**src/rtl/device_req_bridge.sv**
```systemverilog
// ============================================================================
// Module      : device_req_bridge
// Description : Splits 64-bit MMIO requests into up to two 32-bit helper beats
//               and returns a 64-bit response. Optional address window check
//               enabled by the DEVICE_BRIDGE_RANGE_CHECK_EN macro.
// Revision    : 1.0 - initial release
// ============================================================================
`default_nettype none

module device_req_bridge #(
  parameter logic [31:0] ADDR_LO = 32'h4000_0000,
  parameter logic [31:0] ADDR_HI = 32'h8000_0000
) (
  input  logic        clk,
  input  logic        reset_n,
  input  logic        req_valid,
  output logic        req_ready,
  input  logic        req_wen,
  input  logic [31:0] req_addr,
  input  logic [1:0]  req_size,
  input  logic [63:0] req_wdata,
  input  logic [7:0]  req_wmask,
  output logic        dev_req_valid,
  output logic        dev_req_wen,
  output logic [31:0] dev_req_addr,
  output logic [31:0] dev_req_wdata,
  output logic [3:0]  dev_req_wmask,
  input  logic [31:0] dev_resp_rdata,
  output logic        resp_valid,
  input  logic        resp_ready,
  output logic [63:0] resp_rdata,
  output logic        resp_err
);

  localparam logic [2:0] S_IDLE    = 3'd0;
  localparam logic [2:0] S_BEAT_LO = 3'd1;
  localparam logic [2:0] S_BEAT_HI = 3'd2;
  localparam logic [2:0] S_FIN     = 3'd3;
  localparam logic [2:0] S_RESP    = 3'd4;

  logic [2:0]  r_state;
  logic [2:0]  w_next_state;
  logic        r_wen;
  logic [28:0] r_base;
  logic [63:0] r_wdata;
  logic [7:0]  r_wmask;
  logic        r_plan_lo;
  logic        r_plan_hi;
  logic        r_err;
  logic [63:0] r_rdata;

  logic        w_accept;
  logic        w_out_of_range;
  logic        w_err;
  logic        w_plan_lo;
  logic        w_plan_hi;

  assign w_accept       = req_valid && (r_state == S_IDLE);
  assign w_out_of_range = (req_addr < ADDR_LO) || (req_addr >= ADDR_HI);

`ifdef DEVICE_BRIDGE_RANGE_CHECK_EN
  assign w_err = w_out_of_range;
`else
  logic w_unused;
  assign w_unused = w_out_of_range;
  assign w_err    = 1'b0;
`endif

  // Reads narrower than 8 bytes touch only the word selected by addr[2].
  always_comb begin
    w_plan_lo = 1'b0;
    w_plan_hi = 1'b0;
    if (!w_err) begin
      if (req_wen) begin
        w_plan_lo = |req_wmask[3:0];
        w_plan_hi = |req_wmask[7:4];
      end else if (req_size == 2'd3) begin
        w_plan_lo = 1'b1;
        w_plan_hi = 1'b1;
      end else begin
        w_plan_lo = !req_addr[2];
        w_plan_hi = req_addr[2];
      end
    end
  end

  always_ff @(posedge clk or negedge reset_n) begin
    if (!reset_n) begin
      r_state <= S_IDLE;
    end else begin
      r_state <= w_next_state;
    end
  end

  always_comb begin
    w_next_state = r_state;
    case (r_state)
      S_IDLE: begin
        if (w_accept) begin
          if (w_plan_lo)      w_next_state = S_BEAT_LO;
          else if (w_plan_hi) w_next_state = S_BEAT_HI;
          else                w_next_state = S_RESP;
        end
      end
      S_BEAT_LO: w_next_state = r_plan_hi ? S_BEAT_HI : S_FIN;
      S_BEAT_HI: w_next_state = S_FIN;
      S_FIN:     w_next_state = S_RESP;
      S_RESP:    w_next_state = resp_ready ? S_IDLE : S_RESP;
      default:   w_next_state = S_IDLE;
    endcase
  end

  // Helper read data lags its beat by one cycle, so BEAT_HI collects the low
  // word and FIN collects whichever word was issued last.
  always_ff @(posedge clk or negedge reset_n) begin
    if (!reset_n) begin
      r_wen     <= 1'b0;
      r_base    <= '0;
      r_wdata   <= '0;
      r_wmask   <= '0;
      r_plan_lo <= 1'b0;
      r_plan_hi <= 1'b0;
      r_err     <= 1'b0;
      r_rdata   <= '0;
    end else if (w_accept) begin
      r_wen     <= req_wen;
      r_base    <= req_addr[31:3];
      r_wdata   <= req_wdata;
      r_wmask   <= req_wmask;
      r_plan_lo <= w_plan_lo;
      r_plan_hi <= w_plan_hi;
      r_err     <= w_err;
      r_rdata   <= '0;
    end else if (!r_wen) begin
      if (r_state == S_BEAT_HI && r_plan_lo) begin
        r_rdata[31:0] <= dev_resp_rdata;
      end else if (r_state == S_FIN) begin
        if (r_plan_hi) r_rdata[63:32] <= dev_resp_rdata;
        else           r_rdata[31:0]  <= dev_resp_rdata;
      end
    end
  end

  always_comb begin
    req_ready     = 1'b0;
    dev_req_valid = 1'b0;
    dev_req_wen   = 1'b0;
    dev_req_addr  = '0;
    dev_req_wdata = '0;
    dev_req_wmask = '0;
    resp_valid    = 1'b0;
    resp_rdata    = '0;
    resp_err      = 1'b0;
    case (r_state)
      S_IDLE: req_ready = reset_n;
      S_BEAT_LO: begin
        dev_req_valid = 1'b1;
        dev_req_wen   = r_wen;
        dev_req_addr  = {r_base, 3'b000};
        dev_req_wdata = r_wen ? r_wdata[31:0] : 32'd0;
        dev_req_wmask = r_wen ? r_wmask[3:0] : 4'd0;
      end
      S_BEAT_HI: begin
        dev_req_valid = 1'b1;
        dev_req_wen   = r_wen;
        dev_req_addr  = {r_base, 3'b100};
        dev_req_wdata = r_wen ? r_wdata[63:32] : 32'd0;
        dev_req_wmask = r_wen ? r_wmask[7:4] : 4'd0;
      end
      S_RESP: begin
        resp_valid = 1'b1;
        resp_rdata = r_rdata;
        resp_err   = r_err;
      end
      default: ;
    endcase
  end

endmodule

`default_nettype wire

```
**config.mk**
```make
export PLATFORM = sky130hd
export DESIGN_NAME = device_req_bridge
export DESIGN_NICKNAME = d
export VERILOG_FILES = /design/src/rtl/device_req_bridge.sv
export SDC_FILE = /design/constraint.sdc
export NUM_CORES = 1
export LEC_CHECK = 0
export CORE_MARGIN = 2
export CORE_UTILIZATION = 41
export CTS_BUF_LIST = sky130_fd_sc_hd__clkbuf_16
export CTS_CLUSTER_DIAMETER = 60
export DETAILED_ROUTE_END_ITERATION = 8
export PLACE_DENSITY = 0.74
export SETUP_SLACK_MARGIN = 0.05
export SLEW_MARGIN = 20
export SYNTH_ARGS = -nofsm -noshare
export SYNTH_HDL_FRONTEND = slang
export SYNTH_SLANG_ARGS = --single-unit
```
**constraint.sdc**
```tcl
create_clock -name clk -period 4.15 [get_ports clk]
set_input_delay 0.83 -clock clk [delete_from_list [all_inputs] [get_ports clk]]
set_output_delay 0.83 -clock clk [all_outputs]
set_load 0.005 [all_outputs]
```
==> results.py, run 1 <==
metrics = {
    "routing": {
        "wirelength_um": 23000,
        "drt_pass1_iterations": 4,
        "drc": 0,
        "wl_per_cell_um": 15.8,
        "drt_iter0_drc": 494,
        "vias": 7179,
        "antenna_left": 0,
        "detail_route.vias_per_cell": 4.92,
    },
    "placed_design": {
        "place_area_sq_mm": 0.0108,
        "port_buffers": 274,
        "place_hpwl_um": 14900,
        "place_ws_ns": 1.16,
        "dp.cells": 1425,
        "gp_congestion": 0.817,
    },
    "setup_path": {
        "cp.arrival_ns": 2.60,
        "r2r_start": "r_state[2]",
        "r2r_end": "r_base[26]",
        "worstRegToRegCells": 5,
        "critPathKind": "reg2out",
        "r2r_slack_ns": 1.86,
        "start_kind": "flop",
        "setup.worst_path.end_class": "output port",
        "critPathRequiredTime_ns": 3.32,
        "cp_max_fo": 36,
    },
    "synthesis": {
        "yosysWarnings": 0,
        "netlist_instances": 951,
        "synth_area_leaders": "dfrtp_1, nand2_1, nor2b_1",
        "netlist_area_sq_mm": 0.00791,
        "synth_cell_type_count": 26,
        "ys_ff_latch": 171,
        "avgSynthCellArea_sq_um": 8.32,
        "synth-seq-area-share": 0.541,
        "synth_top_area_frac": 0.541,
        "yosysTopAreaCell": "dfrtp_1",
    },
    "clock_network": {
        "cts_tree": "done",
        "htreeDepth": 4,
        "post_cts_resized": 0,
        "cts_made_buffers": 17,
        "clock_latency_ns": 0.42,
        "hold_buffers": 0,
        "cts_setup_buffers": 0,
        "clock_sinks": 171,
        "path_clk_slew_ns": 0.07,
        "clockBufferDepth": 2,
        "cts_root_buf": "clkbuf_16",
    },
    "cells_and_area": {
        "final_cell_mix": "nand2_1, clkdlybuf4s50_1, dfrtp_1, nor2b_1",
        "nets": 1327,
        "multi_input_area_sq_mm": 0.00331,
        "layout_commonest_cell": "nand2_1",
        "drive_gt1_frac": 0.0459,
        "fill_cells": 1680,
        "finalNonFillerCells": 1458,
        "syn2layout_area_growth_pct": 43.5,
        "register_area_sq_mm": 0.00428,
        "finalInstanceArea_sq_mm": 0.0114,
    },
    "die": {
        "core_area_sq_mm": 0.0188,
        "start_util": 0.420,
        "fp.dieArea_sq_mm": 0.0204,
        "io_pins": 280,
        "fp.dieH_um": 143,
        "fp-row-count": 50,
        "fp.dieW_um": 143,
    },
    "timing": {
        "setup_viol": 0,
        "clock_skew_ns": 0.0104,
        "setup_ws_ns": 0.724,
        "max_freq_ghz": 0.292,
        "worst_slew_pin_slew_ns": 0.899,
        "hold_viol": 0,
        "fin_crit_ns": 3.43,
        "rsz0062_at_grt": "false",
        "finalSetupTns_ns": 0,
        "max_slew_margin": 0.401,
        "fin_crit_sh": 0.826,
        "finalMaxSlewViolations": 0,
    },
    "power_and_ir_drop": {
        "p_sw_mw": 2.81,
        "power_frac_seq": 0.385,
        "power_mw": 7.44,
        "internal_power_mw": 4.63,
        "peakVddDrop_v": 0.000416,
        "powerDensity_mw_per_mm2": 655,
        "p_leak_nw": 5.30,
        "clkPwrFrac": 0.206,
        "p_sw_frac": 0.378,
        "comb_power_share": 0.409,
    },
    "grt": {
        "grt_pass1_vias": 7225,
        "antenna_found_initial": 1,
        "grt.total_usage": 0.227,
        "grt_pass1_wl_um": 36700,
        "grt_max_degree": 105,
        "overflow": 0,
    },
    "job": {
        "max-cap-violations": 0,
    },
    "min_path": {
        "worstHoldPathType": "reg2reg",
        "hold_end": "r_base[10]",
        "hp-start": "r_base[10]",
        "worstHoldPathCells": 2,
    },
    "status": {
        "status": "finished clean",
    },
}
==> logic make-up (layout without fill, tap and decap cells) <==
family / Yosys count / after routing / synth area share
simple gates: 589 / 589 / 0.327
compound gates: 110 / 110 / 0.0838
flops: 171 / 171 / 0.541
buf+inv: 79 / 323 / 0.0466
mux: 1 / 1 / 0.00142
other cells: 1 / 4 / 0.000474
==> worst max path at each step <==
stage          slack [ns]       start  cells after the start                 to
3_5_place_dp         1.16  r_state[2]                      6   dev_req_wmask[1]
6_report             0.72  r_state[2]                      6  dev_req_wdata[28]
2_1_floorplan        1.99  r_state[2]                      7  dev_req_wdata[23]
4_1_cts              0.70  r_state[2]                      6   dev_req_wdata[8]
5_1_grt              0.50  r_state[2]                      6   dev_req_wmask[1]
3_3_place_gp         0.97  r_state[2]                      5   dev_req_addr[15]
==> routing by layer <==
layer / up-vias / part of all wire / GRT usage
met1: 3413 / 0.43 / 0.287
met4: 0 / 0.024 / 0.0855
met5: - / 0 / 0
met2: 236 / 0.49 / 0.378
met3: 33 / 0.062 / 0.0543
li1: 3497 / - / -
==> per-stage QoR <==
stage / hold WS (ns) / util
6_report: 0.470 / 0.603
4_1_cts: 0.473 / 0.602
5_1_grt: 0.491 / 0.603
3_3_place_gp: 0.452 / 0.572
3_5_place_dp: 0.455 / 0.572
2_1_floorplan: 0.438 / -
==> critical path, cell delays in order (launching register included) <==
cell	delay, ns
dfrtp_1	0.50
nor2_1	0.17
and2_1	0.22
buf_4	0.42
a22oi_1	0.16
nor2b_1	0.16
clkdlybuf4s50_1	0.53
==> cell usage after synthesis <==
master,n
nor2_1,5
a22oi_1,37
a22o_1,1
buf_2,34
and3_1,65
buf_4,8
a211oi_1,1
dfrtp_1,171
o21ai_2,1
nor2b_1,69
conb_1,1
nor4_1,2
clkbuf_1,35
nor3b_2,2
nand2_1,440
and2_1,3
o21ai_0,2
mux2_2,1
inv_1,2
nand3_1,1
a311oi_1,1
nand4_1,1
o21a_1,1
a21oi_1,65
nor3_2,1
o221ai_1,1
==> flip-flops by register name, indices dropped and copies added (netlist names) <==
name and flops:
r_base 29, r_plan_hi 1, r_plan_lo 1, r_rdata 64
r_state 3, r_wdata 64, r_wen 1, r_wmask 8
==> area by class of cell <==
cell class	count	area share
Antenna cell	1	0.000220
Clock buffer	17	0.0375
Clock inverter	15	0.0121
Inverter	2	0.000661
Multi-Input combinational cell	703	0.291
Sequential cell	171	0.377
Tap cell	260	0.0287
Timing Repair Buffer	289	0.253
==> power groups by stage <==
| stage | sequential, mW | clock [mW] | combinational, mW |
|---|---|---|---|
| after floorplan | 2.73 | 0 | 1.95 |
| after global placement | 2.86 | 0 | 2.99 |
| after detailed placement | 2.87 | 0 | 3.07 |
| after CTS | 2.86 | 1.56 | 3.08 |
| after global routing | 2.96 | 1.63 | 3.43 |
| final | 2.86 | 1.53 | 3.05 |
No activity file was read; power rests on OpenSTA's default activity.
==> run 2, diff against run 1 <==
PLACE_DENSITY = 0.77   (was 0.74)
clock period = 2.8 ns   (was 4.15 ns; I/O delays follow)
==> run 2 against run 1 <==
Against the previous run: core utilization increased by 1.7 points; wire length up 2.3%; final area increased by 2.8%; via count is 1.3% higher; clock power grew 53%; die area stayed put; cell count increased by 0.96%; first-iteration DRC count is 18% lower; sequential share of layout area down 1.0 points; clock skew shrank 0.0013 ns; hold slack got worse by 0.11 ns; critical endpoint is now resp_rdata[25]; largest cell class unchanged; highest routed layer unchanged.
==> results.py, run 2 (synthesis results as in run 1) <==
metrics = {
    "status": {
        "status": "finished clean",
    },
    "setup_path": {
        "cp_max_fo": 16,
        "worst_path_largest_cell_delay_ns": 0.53,
        "setup.worst_path.end_class": "output port",
        "crit_slowest_cell": "clkdlybuf4s50_1",
        "timing.critical_path.buf_inv": 4,
        "cp.arrival_ns": 2.12,
        "crit_family": "buffers and inverters",
        "path_cells": "buf_4, nor2_4, buf_12, buf_6, and3_1, clkdlybuf4s50_1",
        "critPathRequiredTime_ns": 2.24,
        "start_kind": "flop",
        "critPathKind": "reg2out",
    },
    "cells_and_area": {
        "nets": 1344,
        "drive_gt1_frac": 0.0594,
        "top_regs": "r_rdata: 64 flops, r_wdata: 64 flops, r_base: 29 flops",
        "fill_cells": 1605,
        "layout_commonest_cell": "nand2_1",
        "final_cell_mix": "nand2_1, clkdlybuf4s50_1, dfrtp_1, nor2b_1",
        "syn2layout_area_growth_pct": 47.5,
        "finalNonFillerCells": 1472,
        "multi_input_area_sq_mm": 0.00330,
        "register_area_sq_mm": 0.00428,
        "finish.utilization": 0.620,
        "n_antenna_cell": 0,
    },
    "clock_network": {
        "htreeDepth": 4,
        "clockBufferDepth": 2,
        "clock_sinks": 171,
        "cts_tree": "done",
        "cts_made_buffers": 17,
        "path_clk_slew_ns": 0.07,
        "cts_root_buf": "clkbuf_16",
        "clock_latency_ns": 0.42,
    },
    "grt": {
        "grt_pass1_vias": 7389,
        "grt.total_usage": 0.227,
        "antenna_found_initial": 0,
        "grt_pass1_wl_um": 36600,
        "overflow": 0,
        "grt_max_degree": 172,
    },
    "power_and_ir_drop": {
        "p_leak_nw": 6.06,
        "powerDensity_mw_per_mm2": 986,
        "peakVddDrop_v": 0.000660,
    },
    "die": {
        "core_area_sq_mm": 0.0188,
        "fp.dieH_um": 143,
        "fp-row-count": 50,
        "fp.dieArea_sq_mm": 0.0204,
        "io_pins": 280,
        "start_util": 0.420,
        "fp.dieW_um": 143,
    },
    "timing": {
        "finalMaxSlewViolations": 0,
        "setup_viol": 0,
        "max_freq_ghz": 0.373,
        "clock_skew_ns": 0.00914,
        "rsz0062_at_grt": "true",
        "finalSetupTns_ns": 0,
        "max_slew_margin": 0.406,
        "worst_slew_pin_slew_ns": 0.891,
        "whs_ns": 0.361,
        "hold_viol": 0,
        "fin_crit_sh": 0.958,
        "fin_crit_ns": 2.68,
    },
    "placed_design": {
        "place_hpwl_um": 15100,
        "port_buffers": 274,
        "dp.cells": 1434,
        "gp_congestion": 0.826,
    },
    "routing": {
        "drt_pass1_iterations": 4,
        "vias": 7275,
        "wl_per_cell_um": 16.0,
        "wirelength_um": 23500,
        "detail_route.vias_per_cell": 4.94,
        "antenna_left": 0,
        "drc": 0,
        "drt_iter0_drc": 407,
    },
    "job": {
        "max-cap-violations": 0,
    },
    "min_path": {
        "worstHoldPathType": "in2async",
    },
}
[run 2: stage by stage]
step	power, mW	instance area, sq um	worst slack [ns]
after detailed placement	9.04	10900	0.301
after CTS	11.4	11500	0.0507
after global routing	12.4	11700	0.0477
final	11.5	11700	0.119
after global placement	8.88	10900	0.305
after floorplan	6.93	7920	0.908
[run 2: final cells by class]
cell class | count | area share
flip-flops and latches | 171 | 0.367
repair buffers | 306 | 0.272
well taps | 260 | 0.0279
clock buffers | 17 | 0.0365
inverters | 2 | 0.000643
multi-input cells | 703 | 0.283
clock inverters | 13 | 0.0132
[run 2: what timing repair did]
action / 4_1_cts / 5_1_grt
setup buffers: 1 / 4
cloned: 0 / 3
resized for setup: 44 / 29
setup endpoints to repair: 67 / 77
hold buffers: 0 / 0
pin swaps: 1 / 0
[run 2: path summary, 6_finish.rpt]
| check | start | to | slack (ns) | cells after the start |
|---|---|---|---|---|
| worst max-delay path | r_state[1] | resp_rdata[25] | 0.12 | 6 |
| worst min-delay path | reset_n | r_wen | 0.36 | 2 |
| worst max register to register | r_state[2] | r_wdata[9] | 0.91 | 6 |
| worst min register to register | r_base[15] | r_base[15] | 0.47 | 2 |
| max in group asynchronous | reset_n | r_rdata[30] | 1.84 | 2 |
| min in group clk | r_base[15] | r_base[15] | 0.47 | 2 |
[run 2: power by group]
| group | switching, mW | internal (mW) | total [mW] |
|---|---|---|---|
| clock network | 0.957 | 1.39 | 2.34 |
| logic | 2.70 | 2.28 | 4.98 |
| registers | 0.569 | 3.61 | 4.18 |
| total | 4.22 | 7.28 | 11.5 |
[run 2: layer usage]
metal | routed length [um] | track usage
met1 | 9540 | 0.283
met4 | 692 | 0.0917
met2 | 11700 | 0.375
met5 | 0 | 0
met3 | 1580 | 0.0594
==> patch: new RTL, config.mk and constraints of run 1 <==
Make the reset (`reset_n`) synchronous in 2 clocked blocks.
--- a/src/rtl/device_req_bridge.sv
+++ b/src/rtl/device_req_bridge.sv
@@ -85,5 +85,5 @@
   end
 
-  always_ff @(posedge clk or negedge reset_n) begin
+  always_ff @(posedge clk) begin
     if (!reset_n) begin
       r_state <= S_IDLE;
@@ -113,5 +113,5 @@
   // Helper read data lags its beat by one cycle, so BEAT_HI collects the low
   // word and FIN collects whichever word was issued last.
-  always_ff @(posedge clk or negedge reset_n) begin
+  always_ff @(posedge clk) begin
     if (!reset_n) begin
       r_wen     <= 1'b0;
Function: differs if reset_n is asserted again (counterexample within 4 cycles, from zero or initial values and one cycle with reset_n low); with reset_n held inactive, the same outputs for 4 cycles.
==> patch against run 1 <==
Final area shrank 9.2%; setup slack worse by 190 ps; global-route usage fell by 1.3 points; routed wire length down 15%; synthesized area fell by 13%; hold slack worse by 21 ps; sequential cell count unchanged; critical path depth decreased by 1; register-to-register slack improved by 250 ps.
Power is not compared: it rests on default switching activity, and its combinational part moved more than twofold at a synthesized area within 25%.
==> patch: results <==
set metrics [dict create \
    status "finished clean" \
    wl_per_cell_um 16.5 \
    rr_startpoint "r_wen" \
    grt_max_degree 104 \
    hold_path_class "flip-flop to flip-flop" \
    holdPathEnd "r_rdata[38]" \
    p_leak_nw 3.92 \
    first_global_vias 5721 \
    routed.top_layer "met5" \
    vias_per_cell 5.04 \
    slowest_stage "nor3b_2" \
    hold_start "r_rdata[38]" \
    post-dp-hpwl_um 13000 \
    arrival_ps 2790 \
    grt_use_total_pct 21.4 \
    drt-met1-wl_um 7950 \
    crit_path_max_incr_delay_ps 700 \
    gp_congestion 0.762 \
    skew_ps 9.38 \
    clockBufferDepth 2 \
    root_buffer "clkbuf_16" \
    async_flop_share_pct 0 \
    ys_top_cells_by_count "dfxtp_1 (171), a22o_1 (103), nor2b_1 (68)" \
    holdPathStages 2 \
    drt_iter0_markers 320 \
    clk_latency_ps 420 \
    hold_slack_ps 449 \
    grt_pass1_wl_um 30100 \
    antenna_found_initial 2 \
    wl_met3_um 1680 \
    r2r_end "r_rdata[24]" \
    post-cts-setup-buffers 0 \
    nets 1088 \
    clk_pin_slew_ps 60 \
    seq_area_frac_synth_pct 49.8 \
    path_delay_family "simple AND/OR/NAND/NOR gates" \
    synth.area.top_cells "dfxtp_1 (50%), a22o_1 (13%), nor2b_1 (6.2%)" \
    fill_cells 1428 \
    synth.distinct_cells 32 \
    reg2reg_slack_ps 2110 \
    reg_top3 "r_rdata x64, r_wdata x64, r_base x29" \
    slew_headroom_pct 44.6 \
    drive_above_1_share_pct 5.64 \
    critPathMaxFanout 30 \
    ys.flop_type "dfxtp_1" \
    met2_wirelength_um 9360 \
]
[patch: how the worst max path moves through the flow]
stage	startpoint	end
CTS	r_state[0]	dev_req_wmask[0]
global placement	r_state[0]	dev_req_addr[6]
detailed placement	r_state[0]	dev_req_addr[25]
floorplan	r_state[0]	dev_req_wdata[12]
finish	r_state[0]	dev_req_wmask[0]
global route	r_state[0]	dev_req_wmask[0]
[patch: where the power goes]
part           total [mW]  internal [mW]  switching (mW)  leakage [nW]
Clock                1.61          0.948           0.662         0.293
Combinational       0.750          0.392           0.358          2.23
Sequential           1.88           1.79          0.0921          1.39
[patch: routing by layer]
metal,GRT usage (%),vias to the layer above
met4,8.63,2
li1,-,2939
met3,8.45,25
met1,24.6,2772
met5,0,-
met2,35.6,210
[patch: layout make-up]
cell class              count  area, um2  share of cell area, %
flip-flops and latches    171       3420                   33.2
multi-input cells         466       3100                   30.1
repair buffers            286       2900                   28.1
clock buffers              17        425                   4.13
well taps                 220        275                   2.67
clock inverters            15        171                   1.66
inverters                   3       11.3                  0.109
diodes                      1       2.50                 0.0243
[patch: cell families after synthesis]
| kind of cell | synth area share (%) |
|---|---|
| AOI/OAI and AO/OA | 20.2 |
| buffers and inverters | 5.81 |
| muxes | 4.66 |
| other | 0.0545 |
| DFF | 49.8 |
| and+or+nand+nor | 19.5 |
[patch: through the flow]
step                utilization [%]  setup slack [ps]  instances  area, um2
finish                         62.6               534       1179      10300
detailed placement             58.6               922       1144       9660
global route                   62.6               302       1179      10300
floorplan                         -              1920        706       6880
CTS                            62.3               458       1176      10300
global placement               58.6               957       1144       9660
[patch: worst min-delay path, stage by stage, from the launching register on]
cell     delay (ps)
dfxtp_1         300
nand2_1          50
a21oi_1          50
